==> src/rtl/pipe_hazard_ctrl.sv <==
// ---------------------------------------------------------------------------
// pipe_hazard_ctrl
//
// Purpose:
//   Front-end pipeline sequencer. Drives the IF/ID hold/flush controls, the
//   PC write enable and the ID/EX bubble insertion. It detects load-use
//   hazards, stretches taken-branch flushes over FLUSH_CYCLES cycles, freezes
//   the back half of the pipe while data memory is busy, flags excessive
//   memory waits and keeps saturating stall/flush statistics.
//
// Parameters:
//   FLUSH_CYCLES  cycles flush_o stays high per taken branch (1..15)
//   MEM_TIMEOUT   consecutive dmem_busy_i cycles before timeout_o sets (>=1)
//   CNT_W         width of the statistics counters
//
// Ports:
//   clk_i           rising-edge clock
//   rst_n_i         asynchronous active-low reset
//   start_i         core run enable (low = idle, clears timeout_o)
//   id_rs1_i/rs2_i  source registers of the instruction in ID
//   ex_memread_i    instruction in EX is a load
//   ex_rd_i         destination register of the instruction in EX
//   branch_taken_i  branch/jump resolved taken in ID this cycle
//   dmem_busy_i     data memory not ready, whole pipe must freeze
//   pc_write_o      PC update enable
//   hazard_o        IF/ID hold
//   flush_o         IF/ID flush
//   bubble_o        force NOP into ID/EX
//   freeze_o        hold ID/EX, EX/MEM, MEM/WB
//   timeout_o       sticky memory-wait timeout flag
//   stall_cnt_o     saturating count of stalled (PC held) running cycles
//   flush_cnt_o     saturating count of taken-branch flush events
// ---------------------------------------------------------------------------
module pipe_hazard_ctrl #(
  parameter int FLUSH_CYCLES = 1,
  parameter int MEM_TIMEOUT  = 64,
  parameter int CNT_W        = 16
) (
  input  logic             clk_i,
  input  logic             rst_n_i,
  input  logic             start_i,
  input  logic [4:0]       id_rs1_i,
  input  logic [4:0]       id_rs2_i,
  input  logic             ex_memread_i,
  input  logic [4:0]       ex_rd_i,
  input  logic             branch_taken_i,
  input  logic             dmem_busy_i,
  output logic             pc_write_o,
  output logic             hazard_o,
  output logic             flush_o,
  output logic             bubble_o,
  output logic             freeze_o,
  output logic             timeout_o,
  output logic [CNT_W-1:0] stall_cnt_o,
  output logic [CNT_W-1:0] flush_cnt_o
);

  localparam int             TW             = $clog2(MEM_TIMEOUT + 1);
  localparam logic [TW-1:0]  TIMER_MAX      = TW'(MEM_TIMEOUT);
  localparam logic [3:0]     FLUSH_REM_INIT = 4'(FLUSH_CYCLES - 1);

  typedef enum logic [1:0] {
    ST_IDLE     = 2'd0,
    ST_RUN      = 2'd1,
    ST_FLUSH    = 2'd2,
    ST_MEM_WAIT = 2'd3
  } state_t;

  state_t            r_state;
  state_t            r_saved_state;   // state to resume once memory is ready
  logic [3:0]        r_flush_rem;     // flush cycles still owed after this one
  logic [TW-1:0]     r_busy_timer;
  logic              r_timeout;
  logic [CNT_W-1:0]  r_stall_cnt;
  logic [CNT_W-1:0]  r_flush_cnt;

  state_t            w_next_state;
  state_t            w_eff_state;
  logic              w_load_use;
  logic              w_take_branch;
  logic              w_flush_step;
  logic              w_stall;
  logic              w_busy_count;
  logic [TW-1:0]     w_timer_inc;

  // In MEM_WAIT the decode acts as the saved state, so when busy drops the
  // resumed RUN/FLUSH behaviour takes effect in that very cycle.
  assign w_eff_state = (r_state == ST_MEM_WAIT) ? r_saved_state : r_state;

  // x0 is hard-wired zero, so a load to it never creates a dependency.
  assign w_load_use = ex_memread_i && (ex_rd_i != 5'd0) &&
                      ((ex_rd_i == id_rs1_i) || (ex_rd_i == id_rs2_i));

  // Timer saturates at the timeout value so it cannot wrap on long waits.
  assign w_timer_inc = (r_busy_timer == TIMER_MAX) ? r_busy_timer
                                                   : r_busy_timer + TW'(1);

  always_comb begin
    pc_write_o    = 1'b0;
    hazard_o      = 1'b0;
    flush_o       = 1'b0;
    bubble_o      = 1'b0;
    freeze_o      = 1'b0;
    w_next_state  = r_state;
    w_take_branch = 1'b0;
    w_flush_step  = 1'b0;
    w_stall       = 1'b0;
    w_busy_count  = 1'b0;

    if (!start_i) begin
      w_next_state = ST_IDLE;
    end else if (r_state == ST_IDLE) begin
      w_next_state = ST_RUN;
    end else if (dmem_busy_i) begin
      // Freeze dominates: no bubble and no branch action while memory stalls.
      freeze_o     = 1'b1;
      hazard_o     = 1'b1;
      w_stall      = 1'b1;
      w_busy_count = 1'b1;
      w_next_state = ST_MEM_WAIT;
    end else if (w_eff_state == ST_FLUSH) begin
      // ID holds a flushed NOP, so neither load-use nor branches apply here.
      flush_o      = 1'b1;
      pc_write_o   = 1'b1;
      w_flush_step = 1'b1;
      w_next_state = (r_flush_rem <= 4'd1) ? ST_RUN : ST_FLUSH;
    end else if (w_load_use) begin
      hazard_o     = 1'b1;
      bubble_o     = 1'b1;
      w_stall      = 1'b1;
      w_next_state = ST_RUN;
    end else if (branch_taken_i) begin
      flush_o       = 1'b1;
      pc_write_o    = 1'b1;
      w_take_branch = 1'b1;
      w_next_state  = (FLUSH_CYCLES > 1) ? ST_FLUSH : ST_RUN;
    end else begin
      pc_write_o   = 1'b1;
      w_next_state = ST_RUN;
    end
  end

  always_ff @(posedge clk_i or negedge rst_n_i) begin
    if (!rst_n_i) begin
      r_state       <= ST_IDLE;
      r_saved_state <= ST_RUN;
      r_flush_rem   <= 4'd0;
      r_busy_timer  <= '0;
      r_timeout     <= 1'b0;
      r_stall_cnt   <= '0;
      r_flush_cnt   <= '0;
    end else begin
      r_state <= w_next_state;
      if (!start_i) begin
        // Stopping the core abandons any flush/wait; statistics are kept.
        r_flush_rem  <= 4'd0;
        r_busy_timer <= '0;
        r_timeout    <= 1'b0;
      end else begin
        // Capture the resume state only on the first frozen cycle.
        if (w_busy_count && (r_state != ST_MEM_WAIT)) begin
          r_saved_state <= r_state;
        end

        if (w_take_branch) begin
          r_flush_rem <= FLUSH_REM_INIT;
        end else if (w_flush_step) begin
          r_flush_rem <= r_flush_rem - 4'd1;
        end

        if (w_busy_count) begin
          r_busy_timer <= w_timer_inc;
          if (w_timer_inc == TIMER_MAX) begin
            r_timeout <= 1'b1;
          end
        end else begin
          r_busy_timer <= '0;
        end

        if (w_stall && !(&r_stall_cnt)) begin
          r_stall_cnt <= r_stall_cnt + CNT_W'(1);
        end
        if (w_take_branch && !(&r_flush_cnt)) begin
          r_flush_cnt <= r_flush_cnt + CNT_W'(1);
        end
      end
    end
  end

  assign timeout_o   = r_timeout;
  assign stall_cnt_o = r_stall_cnt;
  assign flush_cnt_o = r_flush_cnt;

endmodule

==> config.mk <==
export PLATFORM = sky130hd
export DESIGN_NAME = pipe_hazard_ctrl
export DESIGN_NICKNAME = d
export VERILOG_FILES = /design/src/rtl/pipe_hazard_ctrl.sv
export SDC_FILE = /design/constraint.sdc
export NUM_CORES = 1
export LEC_CHECK = 0
export CAP_MARGIN = 15
export CORE_UTILIZATION = 54
export DETAILED_ROUTE_END_ITERATION = 8
export GPL_ROUTABILITY_DRIVEN = 0
export PLACE_DENSITY = 0.84
export SETUP_SLACK_MARGIN = 0.05
export SLEW_MARGIN = 10
export SYNTH_ARGS = -nofsm -noshare
export SYNTH_HDL_FRONTEND = slang
export SYNTH_SLANG_ARGS = --single-unit
export TNS_END_PERCENT = 5
==> constraint.sdc <==
create_clock -name clk_i -period 7.3 [get_ports clk_i]
set_clock_uncertainty 0.2 [all_clocks]
set_input_delay 2.19 -clock clk_i [delete_from_list [all_inputs] [get_ports clk_i]]
set_output_delay 2.19 -clock clk_i [all_outputs]
set_load 0.01 [all_outputs]
==> impl_metrics.tcl <==
set metrics [dict create \
    status "finished, final reports clean" \
    synth.yosys.seq_area_share_pct 45.3 \
    clk_pin_slew_worst_paths_ns 0.08 \
    hold_viol 0 \
    fin_crit_ns 6.83 \
    crit_type "input port to output port" \
    leakage_nw 1.46 \
    antenna_found_initial 0 \
    track_usage_pct 23.1 \
    synth-async-reset-ratio_pct 100 \
    cts_made_buffers 5 \
    clkLatencyLatePin_ns 0.31 \
    min_path_cells 1 \
    worstPathRequired_ns 4.91 \
    grt_pass1_vias 2096 \
    cts_resized 0 \
    power_w 0.000667 \
    synth_area_leader_cell "dfrtp_1" \
    tightest_slew_ns 0.742 \
    ys.flop_type "dfrtp_1" \
    yosys.area.top_type_share_pct 44.3 \
    slew_headroom_pct 49.9 \
    cts_root_buf "clkbuf_8" \
    fin_cells 397 \
    ys_ff_latch 48 \
    cts_setup_buffers 0 \
    grt_overflow 0 \
    dieArea_um2 5200 \
    syn_to_final_growth_pct 29.6 \
    cap_viol_max_count 0 \
    die_width_um 72.1 \
    grt_max_degree 49 \
    max_freq_mhz 147 \
    syn-num-nets 291 \
    r2r_slack_ns 4.90 \
    grt_pass1_wl_um 9380 \
    crit_fanout 3 \
    holdBufCountCts 0 \
    nFillCells 366 \
    layout-drive-gt1-share_pct 10.0 \
    cts_tree "done" \
    synth_area_leaders "dfrtp_1 (44%), xor2_1 (7.6%), xnor2_1 (7.3%)" \
    ys_types 48 \
    period_share_pct 93.5 \
    rows 25 \
    portBuffers 58 \
    dp_slack_ns 0.524 \
    rsz0062_at_grt "no" \
    ios 59 \
    dp_hpwl_um 4130 \
    post-place-cells 388 \
    finalSetupViolations 0 \
    arrival_ns 4.44 \
    core_area_um2 4720 \
    post-route-drc-count 0 \
    setup.worst_path.end_class "output port" \
    slew_viol_final 0 \
    syn_inst 264 \
    dr.pass1.iters 4 \
    fin_ws_ns 0.475 \
    drt-total-wl_um 5410 \
    cts_sinks 48 \
    routed_via_density 5.50 \
    ir_drop_uv 139 \
    nets 356 \
    die_h_um 72.1 \
    worstSetupStartpointType "input port" \
    initialDrtViolationCount 126 \
    rr_worst_depth 7 \
    min_path_type "flip-flop to flip-flop" \
    synth.avg_cell_area_um2 10.0 \
    synth_edf_count 0 \
    postRouteAntennaNets 0 \
    power.density_nw_per_um2 194 \
    syn_area_um2 2650 \
    cts_max_level 2 \
    antenna_cells 0 \
    vias 2183 \
    tns_ns 0 \
    yosys_warnings 0 \
    clock_path_buffers 2 \
    start_util_pct 56.2 \
    wl_per_cell_um 13.6 \
]
[report_power, final]
part	switching, W	total (W)	internal [W]	leakage (nW)
logic	0.0000660	0.000150	0.0000843	0.759
clock network	0.0000889	0.000190	0.000101	0.0541
registers	0.0000332	0.000326	0.000293	0.643
total	0.000188	0.000667	0.000479	1.46
[stage by stage]
| stage | instance area [µm²] | utilization [%] | hold slack (ns) |
|---|---|---|---|
| finish | 3440 | 72.8 | 0.290 |
| global route | 3440 | 72.8 | 0.302 |
| CTS | 3420 | 72.4 | 0.290 |
| detailed placement | 3310 | 70.0 | 0.274 |
| global placement | 3310 | 70.0 | 0.269 |
| floorplan | 2650 | - | 0.255 |
[cell usage in the layout, fill, tap and decap left out, drive strengths merged, types with 2 or more instances in the layout]
cell / netlist / layout
a211oi: 3 / 3
a21boi: 2 / 2
a21oi: 8 / 8
a31oi: 2 / 2
and3: 3 / 3
and4: 3 / 3
buf: 2 / 3
clkbuf: 0 / 5
clkdlybuf4s50: 0 / 57
dfrtp: 47 / 47
ha: 6 / 6
inv: 10 / 10
mux2: 4 / 4
nand2: 22 / 22
nand2b: 2 / 2
nand3: 22 / 22
nand4: 3 / 3
nor2: 25 / 25
nor2b: 2 / 2
nor3: 14 / 14
nor3b: 2 / 2
nor4: 9 / 9
nor4b: 2 / 2
o21a: 3 / 3
o21ai: 8 / 8
xnor2: 22 / 22
xor2: 23 / 23
[routing by layer]
| metal | up-vias | GRT usage (%) | wire length (µm) |
|---|---|---|---|
| met1 | 1052 | 30.3 | 2440 |
| met2 | 64 | 37.9 | 2640 |
| li1 | 1057 | - | - |
| met3 | 10 | 4.44 | 235 |
| met4 | 0 | 8.71 | 89 |
| met5 | - | 0 | 0 |
[sequential cells by signal, summed over array words and instances (netlist names)]
signal / flops
r_saved_state: 2
r_busy_timer: 7
r_flush_rem: 4
timeout_o: 1
r_state: 2
flush_cnt_o: 16
stall_cnt_o: 16
[worst max-delay path, cell delays in order]
cell and delay (ns):
clkdlybuf4s50_1 0.48, or4_4 0.58, o21a_1 0.23, a311oi_1 0.36, clkdlybuf4s50_1 0.60
[synthesized netlist by cell type, types with 2 or more instances]
| master | number |
|---|---|
| ha_1 | 6 |
| nand3_1 | 22 |
| nor4_1 | 7 |
| nor3b_1 | 2 |
| nor3_1 | 12 |
| and3_1 | 3 |
| and4_1 | 3 |
| nor2b_1 | 2 |
| a31oi_1 | 2 |
| nand2_1 | 22 |
| xor2_1 | 23 |
| mux2_2 | 4 |
| o21ai_0 | 4 |
| a211oi_1 | 3 |
| dfrtp_1 | 47 |
| nor2_1 | 25 |
| nor3_2 | 2 |
| nand2b_1 | 2 |
| inv_1 | 10 |
| o21ai_2 | 4 |
| o21a_1 | 3 |
| a21oi_1 | 7 |
| nand4_1 | 3 |
| xnor2_1 | 22 |
[kinds of logic (layout without fill, tap and decap cells)]
logic type      after synthesis  count (layout)  synth area share [%]
fa+ha+maj                     6               6                  2.83
compound gates               33              33                  9.39
simple gates                116             116                  24.0
xor+xnor                     45              45                  14.9
flops                        48              48                  45.3
buf+inv                      12              78                  1.89
mux                           4               4                  1.70
[layout make-up]
class / count / area [µm²] / area share [%]
sequential: 48 / 1200 / 35.0
clock inverter: 3 / 42.5 / 1.24
inverter: 10 / 37.5 / 1.09
tap: 67 / 83.8 / 2.44
timing repair buffer: 60 / 603 / 17.5
clock buffer: 5 / 68.8 / 2.00
multi-input combinational: 204 / 1400 / 40.7
[path summary, 6_finish.rpt]
path,start,endpoint
worst min-delay path,stall_cnt_o[10],stall_cnt_o[10]
max in group asynchronous,rst_n_i,r_saved_state[0]
worst min register to register,stall_cnt_o[10],stall_cnt_o[10]
min in group asynchronous,rst_n_i,stall_cnt_o[13]
worst max-delay path,ex_rd_i[1],pc_write_o
worst max register to register,r_saved_state[0],stall_cnt_o[12]
No activity file was read; power rests on OpenSTA's default activity.
